### config.mk
export PLATFORM = sky130hd
export DESIGN_NAME = nanov_periph_ctrl
export DESIGN_NICKNAME = d
export VERILOG_FILES = /design/src/rtl/nanov_periph_ctrl_pkg.sv /design/src/rtl/nanov_periph_ctrl_fifo.sv /design/src/rtl/nanov_periph_ctrl.sv
export SDC_FILE = /design/constraint.sdc
export NUM_CORES = 1
export LEC_CHECK = 0
export ABC_AREA = 1
export CORE_ASPECT_RATIO = 1.2
export CORE_UTILIZATION = 44
export DETAILED_ROUTE_END_ITERATION = 7
export PLACE_DENSITY = 0.77
export SLEW_MARGIN = 20
export SYNTH_ARGS = -nofsm -noshare
export SYNTH_HDL_FRONTEND = slang
export SYNTH_SLANG_ARGS = --single-unit
export TNS_END_PERCENT = 1
### constraint.sdc
create_clock -name clk -period 2.54 [get_ports clk]
set_clock_uncertainty 0.1 [all_clocks]
set_input_delay 0.381 -clock clk [delete_from_list [all_inputs] [get_ports clk]]
set_output_delay 0.381 -clock clk [all_outputs]
set_load 0.01 [all_outputs]
### src/rtl/nanov_periph_ctrl_pkg.sv
// Shared definitions for the nanoV peripheral controller.
// Holds the register offsets, the one-hot select encoding, the TX FSM states,
// the status bit positions and the address decode helper.
package nanov_periph_ctrl_pkg;

  localparam logic [31:0] OFF_GPIO = 32'h0000_0000;
  localparam logic [31:0] OFF_UART = 32'h0000_0010;
  localparam logic [31:0] OFF_STAT = 32'h0000_0014;
  localparam logic [31:0] OFF_LVL  = 32'h0000_0018;

  typedef enum logic [3:0] {
    SEL_NONE = 4'b0000,
    SEL_GPIO = 4'b0001,
    SEL_UART = 4'b0010,
    SEL_STAT = 4'b0100,
    SEL_LVL  = 4'b1000
  } sel_e;

  typedef enum logic [1:0] {
    TX_IDLE    = 2'd0,
    TX_START   = 2'd1,
    TX_WAIT_HI = 2'd2,
    TX_DRAIN   = 2'd3
  } tx_state_e;

  localparam int STAT_TX_FULL  = 0;
  localparam int STAT_RX_VALID = 1;
  localparam int STAT_TX_IDLE  = 2;
  localparam int STAT_OVERFLOW = 3;

  // Exact word compare against each register address; anything else selects nothing.
  function automatic sel_e decode_sel(input logic [31:0] addr, input logic [31:0] base);
    sel_e s;
    s = SEL_NONE;
    if (addr == base + OFF_GPIO)      s = SEL_GPIO;
    else if (addr == base + OFF_UART) s = SEL_UART;
    else if (addr == base + OFF_STAT) s = SEL_STAT;
    else if (addr == base + OFF_LVL)  s = SEL_LVL;
    return s;
  endfunction

endpackage

### src/rtl/nanov_periph_ctrl_fifo.sv
// Synchronous FIFO with first-word-fall-through head.
// Ports: push_i/wdata_i write side, pop_i/rdata_o read side (rdata_o is the
// current head), full_o/empty_o flags, level_o occupancy 0..DEPTH.
// Pointers carry one extra wrap bit so full and empty are told apart by compare.
// A push while full is accepted only when a pop frees the slot in the same cycle.
module nanov_periph_ctrl_fifo #(
  parameter int WIDTH = 8,
  parameter int DEPTH = 8
) (
  input  logic                       clk,
  input  logic                       rstn,
  input  logic                       push_i,
  input  logic [WIDTH-1:0]           wdata_i,
  input  logic                       pop_i,
  output logic [WIDTH-1:0]           rdata_o,
  output logic                       full_o,
  output logic                       empty_o,
  output logic [$clog2(DEPTH):0]     level_o
);

  localparam int AW = $clog2(DEPTH);

  logic [WIDTH-1:0] mem_q [DEPTH];
  logic [AW:0]      wr_ptr_q, wr_ptr_d;
  logic [AW:0]      rd_ptr_q, rd_ptr_d;
  logic             do_push, do_pop;

  assign empty_o = (wr_ptr_q == rd_ptr_q);
  assign full_o  = (wr_ptr_q[AW] != rd_ptr_q[AW]) &&
                   (wr_ptr_q[AW-1:0] == rd_ptr_q[AW-1:0]);
  assign level_o = wr_ptr_q - rd_ptr_q;
  assign rdata_o = mem_q[rd_ptr_q[AW-1:0]];

  assign do_pop  = pop_i & ~empty_o;
  assign do_push = push_i & (~full_o | do_pop);

  always_comb begin
    wr_ptr_d = wr_ptr_q;
    rd_ptr_d = rd_ptr_q;
    if (do_push) wr_ptr_d = wr_ptr_q + 1'b1;
    if (do_pop)  rd_ptr_d = rd_ptr_q + 1'b1;
  end

  always_ff @(posedge clk or negedge rstn) begin
    if (!rstn) begin
      wr_ptr_q <= '0;
      rd_ptr_q <= '0;
    end else begin
      wr_ptr_q <= wr_ptr_d;
      rd_ptr_q <= rd_ptr_d;
    end
  end

  // Storage needs no reset: entries are only visible once written.
  always_ff @(posedge clk) begin
    if (do_push) mem_q[wr_ptr_q[AW-1:0]] <= wdata_i;
  end

endmodule

### src/rtl/nanov_periph_ctrl.sv
// nanoV memory-mapped peripheral controller.
// Ports: clk/rstn; CPU bus strobes is_addr, is_data (write), is_data_in (read),
// bus_addr, wdata, rdata; buttons in, led_data out; uart_tx_en/uart_tx_data/
// uart_tx_busy toward uart_tx; uart_rx_valid/uart_rx_data/uart_rx_read toward
// uart_rx; tx_state_dbg exposes the TX FSM state.
//
// Handshakes: every CPU strobe is a single-cycle qualifier acting on the select
// registered by the last is_addr; there is no back-pressure to the CPU.
// uart_rx_read is the acknowledge for uart_rx_valid, asserted in the read cycle.
// Toward uart_tx, uart_tx_en is a one-cycle start with uart_tx_data stable; the
// transmitter answers with uart_tx_busy, and a new start is only issued once
// uart_tx_busy is low again (or never rose within two cycles).
module nanov_periph_ctrl
  import nanov_periph_ctrl_pkg::*;
#(
  parameter int          TX_DEPTH  = 8,
  parameter logic [31:0] BASE_ADDR = 32'h1000_0000
) (
  input  logic        clk,
  input  logic        rstn,
  input  logic        is_addr,
  input  logic        is_data,
  input  logic        is_data_in,
  input  logic [31:0] bus_addr,
  input  logic [31:0] wdata,
  output logic [31:0] rdata,
  input  logic [2:0]  buttons,
  output logic [31:0] led_data,
  output logic        uart_tx_en,
  output logic [7:0]  uart_tx_data,
  input  logic        uart_tx_busy,
  input  logic        uart_rx_valid,
  input  logic [7:0]  uart_rx_data,
  output logic        uart_rx_read,
  output tx_state_e   tx_state_dbg
);

  localparam int LW = $clog2(TX_DEPTH) + 1;

  sel_e        sel_q, sel_d;
  logic [31:0] led_q, led_d;
  logic        ovf_q, ovf_d;
  tx_state_e   state_q, state_d;
  logic [7:0]  tx_byte_q, tx_byte_d;
  logic        wait_q, wait_d;

  logic          fifo_push, fifo_pop, fifo_full, fifo_empty;
  logic [7:0]    fifo_head;
  logic [LW-1:0] fifo_level;
  logic          tx_idle;
  logic [31:0]   stat_word;

  assign fifo_push = is_data & (sel_q == SEL_UART);

  nanov_periph_ctrl_fifo #(.WIDTH(8), .DEPTH(TX_DEPTH)) u_tx_fifo (
    .clk     (clk),
    .rstn    (rstn),
    .push_i  (fifo_push),
    .wdata_i (wdata[7:0]),
    .pop_i   (fifo_pop),
    .rdata_o (fifo_head),
    .full_o  (fifo_full),
    .empty_o (fifo_empty),
    .level_o (fifo_level)
  );

  // Decode, GPIO write and sticky overflow.
  always_comb begin
    sel_d = is_addr ? decode_sel(bus_addr, BASE_ADDR) : sel_q;
    led_d = led_q;
    ovf_d = ovf_q;
    if (is_data && sel_q == SEL_GPIO) led_d = wdata;
    if (is_data_in && sel_q == SEL_STAT) ovf_d = 1'b0;
    // A push into a full FIFO is only a drop when no pop frees a slot; set beats clear.
    if (fifo_push && fifo_full && !fifo_pop) ovf_d = 1'b1;
  end

  // TX sequencer.
  always_comb begin
    state_d   = state_q;
    tx_byte_d = tx_byte_q;
    wait_d    = wait_q;
    fifo_pop  = 1'b0;
    unique case (state_q)
      TX_IDLE: begin
        if (!fifo_empty && !uart_tx_busy) begin
          fifo_pop  = 1'b1;
          tx_byte_d = fifo_head;
          state_d   = TX_START;
        end
      end
      TX_START: begin
        wait_d  = 1'b0;
        state_d = TX_WAIT_HI;
      end
      TX_WAIT_HI: begin
        // Give the transmitter two cycles to raise busy before giving up on it.
        if (uart_tx_busy)  state_d = TX_DRAIN;
        else if (wait_q)   state_d = TX_IDLE;
        else               wait_d  = 1'b1;
      end
      TX_DRAIN: begin
        if (!uart_tx_busy) state_d = TX_IDLE;
      end
      default: state_d = TX_IDLE;
    endcase
  end

  always_ff @(posedge clk or negedge rstn) begin
    if (!rstn) begin
      sel_q     <= SEL_NONE;
      led_q     <= '0;
      ovf_q     <= 1'b0;
      state_q   <= TX_IDLE;
      tx_byte_q <= '0;
      wait_q    <= 1'b0;
    end else begin
      sel_q     <= sel_d;
      led_q     <= led_d;
      ovf_q     <= ovf_d;
      state_q   <= state_d;
      tx_byte_q <= tx_byte_d;
      wait_q    <= wait_d;
    end
  end

  assign tx_idle = fifo_empty & (state_q == TX_IDLE) & ~uart_tx_busy;

  always_comb begin
    stat_word                = '0;
    stat_word[STAT_TX_FULL]  = fifo_full;
    stat_word[STAT_RX_VALID] = uart_rx_valid;
    stat_word[STAT_TX_IDLE]  = tx_idle;
    stat_word[STAT_OVERFLOW] = ovf_q;
  end

  always_comb begin
    rdata = '0;
    unique case (sel_q)
      SEL_GPIO: rdata = {29'b0, buttons};
      SEL_UART: rdata = {24'b0, uart_rx_data};
      SEL_STAT: rdata = stat_word;
      SEL_LVL:  rdata = {{(32-LW){1'b0}}, fifo_level};
      default:  rdata = '0;
    endcase
  end

  assign led_data     = led_q;
  assign uart_tx_en   = (state_q == TX_START);
  assign uart_tx_data = tx_byte_q;
  assign uart_rx_read = is_data_in & (sel_q == SEL_UART);
  assign tx_state_dbg = state_q;

endmodule

==> summary.txt <==
outcome - complete, no violations
Final period util - 0.944
grt met1 use - 0.243
RD Place Congestion - 0.787
IO buf count - 133
GRT Total Usage - 0.200
Worst Slack Setup Final - 143 ps
area of the multi-input gates - 0.00184 sq mm
Primary FF master, synth - edfxtp_1
total placed cells including tap cells - 947
RSZ-0062 raised after global routing - false
synthesized flop and latch total - 120
die area - 0.0135 sq mm
sequential area share after synthesis - 0.579
VDD IR-drop max - 0.464 mV
TritonCTS buffer count - 17
# Post-CTS Setup Buffers - 0
clock sink count - 120
initial antenna violation count - 0
Final Hold Fails - 0
GRT overflow - 0
Sw Pwr - 1830 uW
Worst-path clk slew - 50 ps
vias in the first global route - 4386
Worst R2R Start - u_tx_fifo.wr_ptr_q[1]$_DFFE_PN0P_
most frequent cells in the layout - nand2_1 (223), clkdlybuf4s50_1 (127), inv_1 (102)
Comb power frac - 0.262
Initial Util - 0.453
async set-reset flop share out of synthesis - 0.467
grt peak-use layer - met2
Pleak - 0.00369 uW
syn_area_per_cell - 8.83 sq um
Routed Antenna Nets - 0
startpoint types - flip-flop
setup TNS - 0 ps
fin cells - 980
layout cells sized above 1 - 0.0944
r2r setup slk - 510 ps
Setup-failing EPs final - 0
IO Pins - 158
global-route wire length before repair - 20.9 mm
Filler Cells Inserted - 1036
final-stage net count - 891
GR met3 Demand/Resource - 0.0541
R2R cell count - 7
diode count - 0
grt met2 use - 0.335
Final Critical Period - 2400 ps
Reg area - 0.00333 sq mm
routed vias - 4459
commonest non-fill, non-tap cell in the layout - nand2_1
DRC Markers - 0
Clk pwr share - 0.370
Cell Area, Synth - 0.00574 sq mm
Crit Path Category - flip-flop to primary output
Worst-Skew Late Latency - 400 ps
core box area - 0.0127 sq mm
site row count - 45
CP endpoint kind - primary output
Avg Vias per Cell - 4.55
sequential fraction of design power - 0.368
CTS tree - yes
EDFF count, synth - 64
Synth warnings - 0
Pre-Repair DR Iteration Count - 5
pin count of the biggest net entering global routing - 65
pwr dens - 777 mW/mm^2
post-synth cell types - 33
post-DP HPWL - 8.66 mm
max-cap viol count - 0
Cell Area, Placed - 0.00725 sq mm
slew margin rel. - 0.648
Worst Tran Pin Value - 529 ps
switch share - 0.300
WP data arrival - 1920 ps
Area Overhead vs Synth - 36.8%
Place WS - 138 ps
worst endpoint required time - 2060 ps
Die H - 127 um
Synth Instances - 650
die width - 106 um
r2r endpoint - u_tx_fifo.mem_q[4][0]$_DFFE_PP_
CTS Buffer Depth - 2
Fmax - 417 MHz
initial drt markers - 188
H-tree depth - 4
Root Driver - clkbuf_16
Routed WL per cell - 12.6 um
pins over their slew limit - 0
Tot Pwr - 6100 uW
critical path fanouts, max - 3
wirelength, routed - 12.3 mm
final instance area - 0.00785 sq mm
internal power - 4270 uW
Min-Delay Path Class - primary input to asynchronous set/reset pin
-- critical path, cell delays in order (launching register included) --
cell and delay, ps:
dfrtp_1 400, inv_2 70, ha_1 130, inv_1 60, fa_1 420, xor2_1 140
nand2_1 60, nand3b_1 90, buf_2 140
-- routing by layer --
metal,routed length (um),part of all wire
met2,6200,0.50
met4,150,0.012
met1,5210,0.42
met3,789,0.064
met5,0,0
-- final cells by class --
type	instances	area share
timing repair buffer	154	0.190
inverter	107	0.0512
clock buffer	24	0.0666
sequential	120	0.424
clock inverter	8	0.00765
tap	164	0.0261
multi-input combinational	403	0.235
-- sequential cells by signal, summed over array words and instances (netlist names) --
name and cells:
tx_state_dbg 2, u_tx_fifo.wr_ptr_q 4, ovf_q 1, uart_tx_data 8, u_tx_fifo.mem_q 64, sel_q 4
u_tx_fifo.rd_ptr_q 4, wait_q 1, led_data 32
-- cells in the mapped netlist, types with 2 or more instances --
library cell	count	area [sq um]
inv_1	102	383
inv_2	4	15.0
xor2_1	4	35.0
buf_4	25	188
nor2_4	2	22.5
o21ai_1	11	55.1
ha_1	5	62.6
o21ai_0	27	135
buf_2	12	60.1
nor2_2	2	12.5
nor3_2	5	50.1
or2_2	2	12.5
clkbuf_1	5	18.8
nor2_1	29	109
nand3_2	2	20.0
nand3_1	50	250
nand2_1	223	837
edfxtp_1	64	1920
dfrtp_1	56	1400
nand4_1	6	37.5
nor3_1	2	10.0
-- worst max path at each step --
stage	from	end	slack [ps]	cells after the start
floorplan	u_tx_fifo.rd_ptr_q[1]$_DFFE_PN0P_	u_tx_fifo.mem_q[0][0]$_DFFE_PP_	50	9
global placement	u_tx_fifo.wr_ptr_q[0]$_DFFE_PN0P_	rdata[2]	150	8
detailed placement	u_tx_fifo.wr_ptr_q[0]$_DFFE_PN0P_	rdata[2]	140	8
CTS	u_tx_fifo.rd_ptr_q[1]$_DFFE_PN0P_	rdata[3]	-120	8
global route	u_tx_fifo.wr_ptr_q[0]$_DFFE_PN0P_	rdata[2]	10	8
finish	u_tx_fifo.wr_ptr_q[0]$_DFFE_PN0P_	rdata[2]	140	8
-- cell families (layout without fill, tap and decap cells) --
family,after synthesis,count (layout),synth area share
AOI/OAI and AO/OA,42,42,0.0377
adders and majority gates,6,6,0.0144
DFF,120,120,0.579
xor gates and xnor gates,5,5,0.00763
buffers and inverters,150,293,0.117
other,1,24,0.000653
and+or+nand+nor,326,326,0.244
-- through the flow --
stage / hold WS [ps] / util
2_1_floorplan: -14.6 / -
3_3_place_gp: 207 / 0.572
3_5_place_dp: 216 / 0.572
4_1_cts: 316 / 0.620
5_1_grt: 366 / 0.620
6_report: 328 / 0.620
-- timing repair --
item	CTS	global route
endpoints found under the setup margin	4	6
pin swaps	0	2
hold buffers	1	0
endpoints found under the hold margin	11	0
resized for setup	6	8
-- power groups by stage --
stage	logic, uW	registers [uW]	clock network, uW
finish	1600	2240	2260
global route	1820	2260	2400
CTS	1610	2250	2300
detailed placement	1570	2280	0
global placement	1560	2270	0
floorplan	952	2300	0
Power figures use the tool's default switching activity.
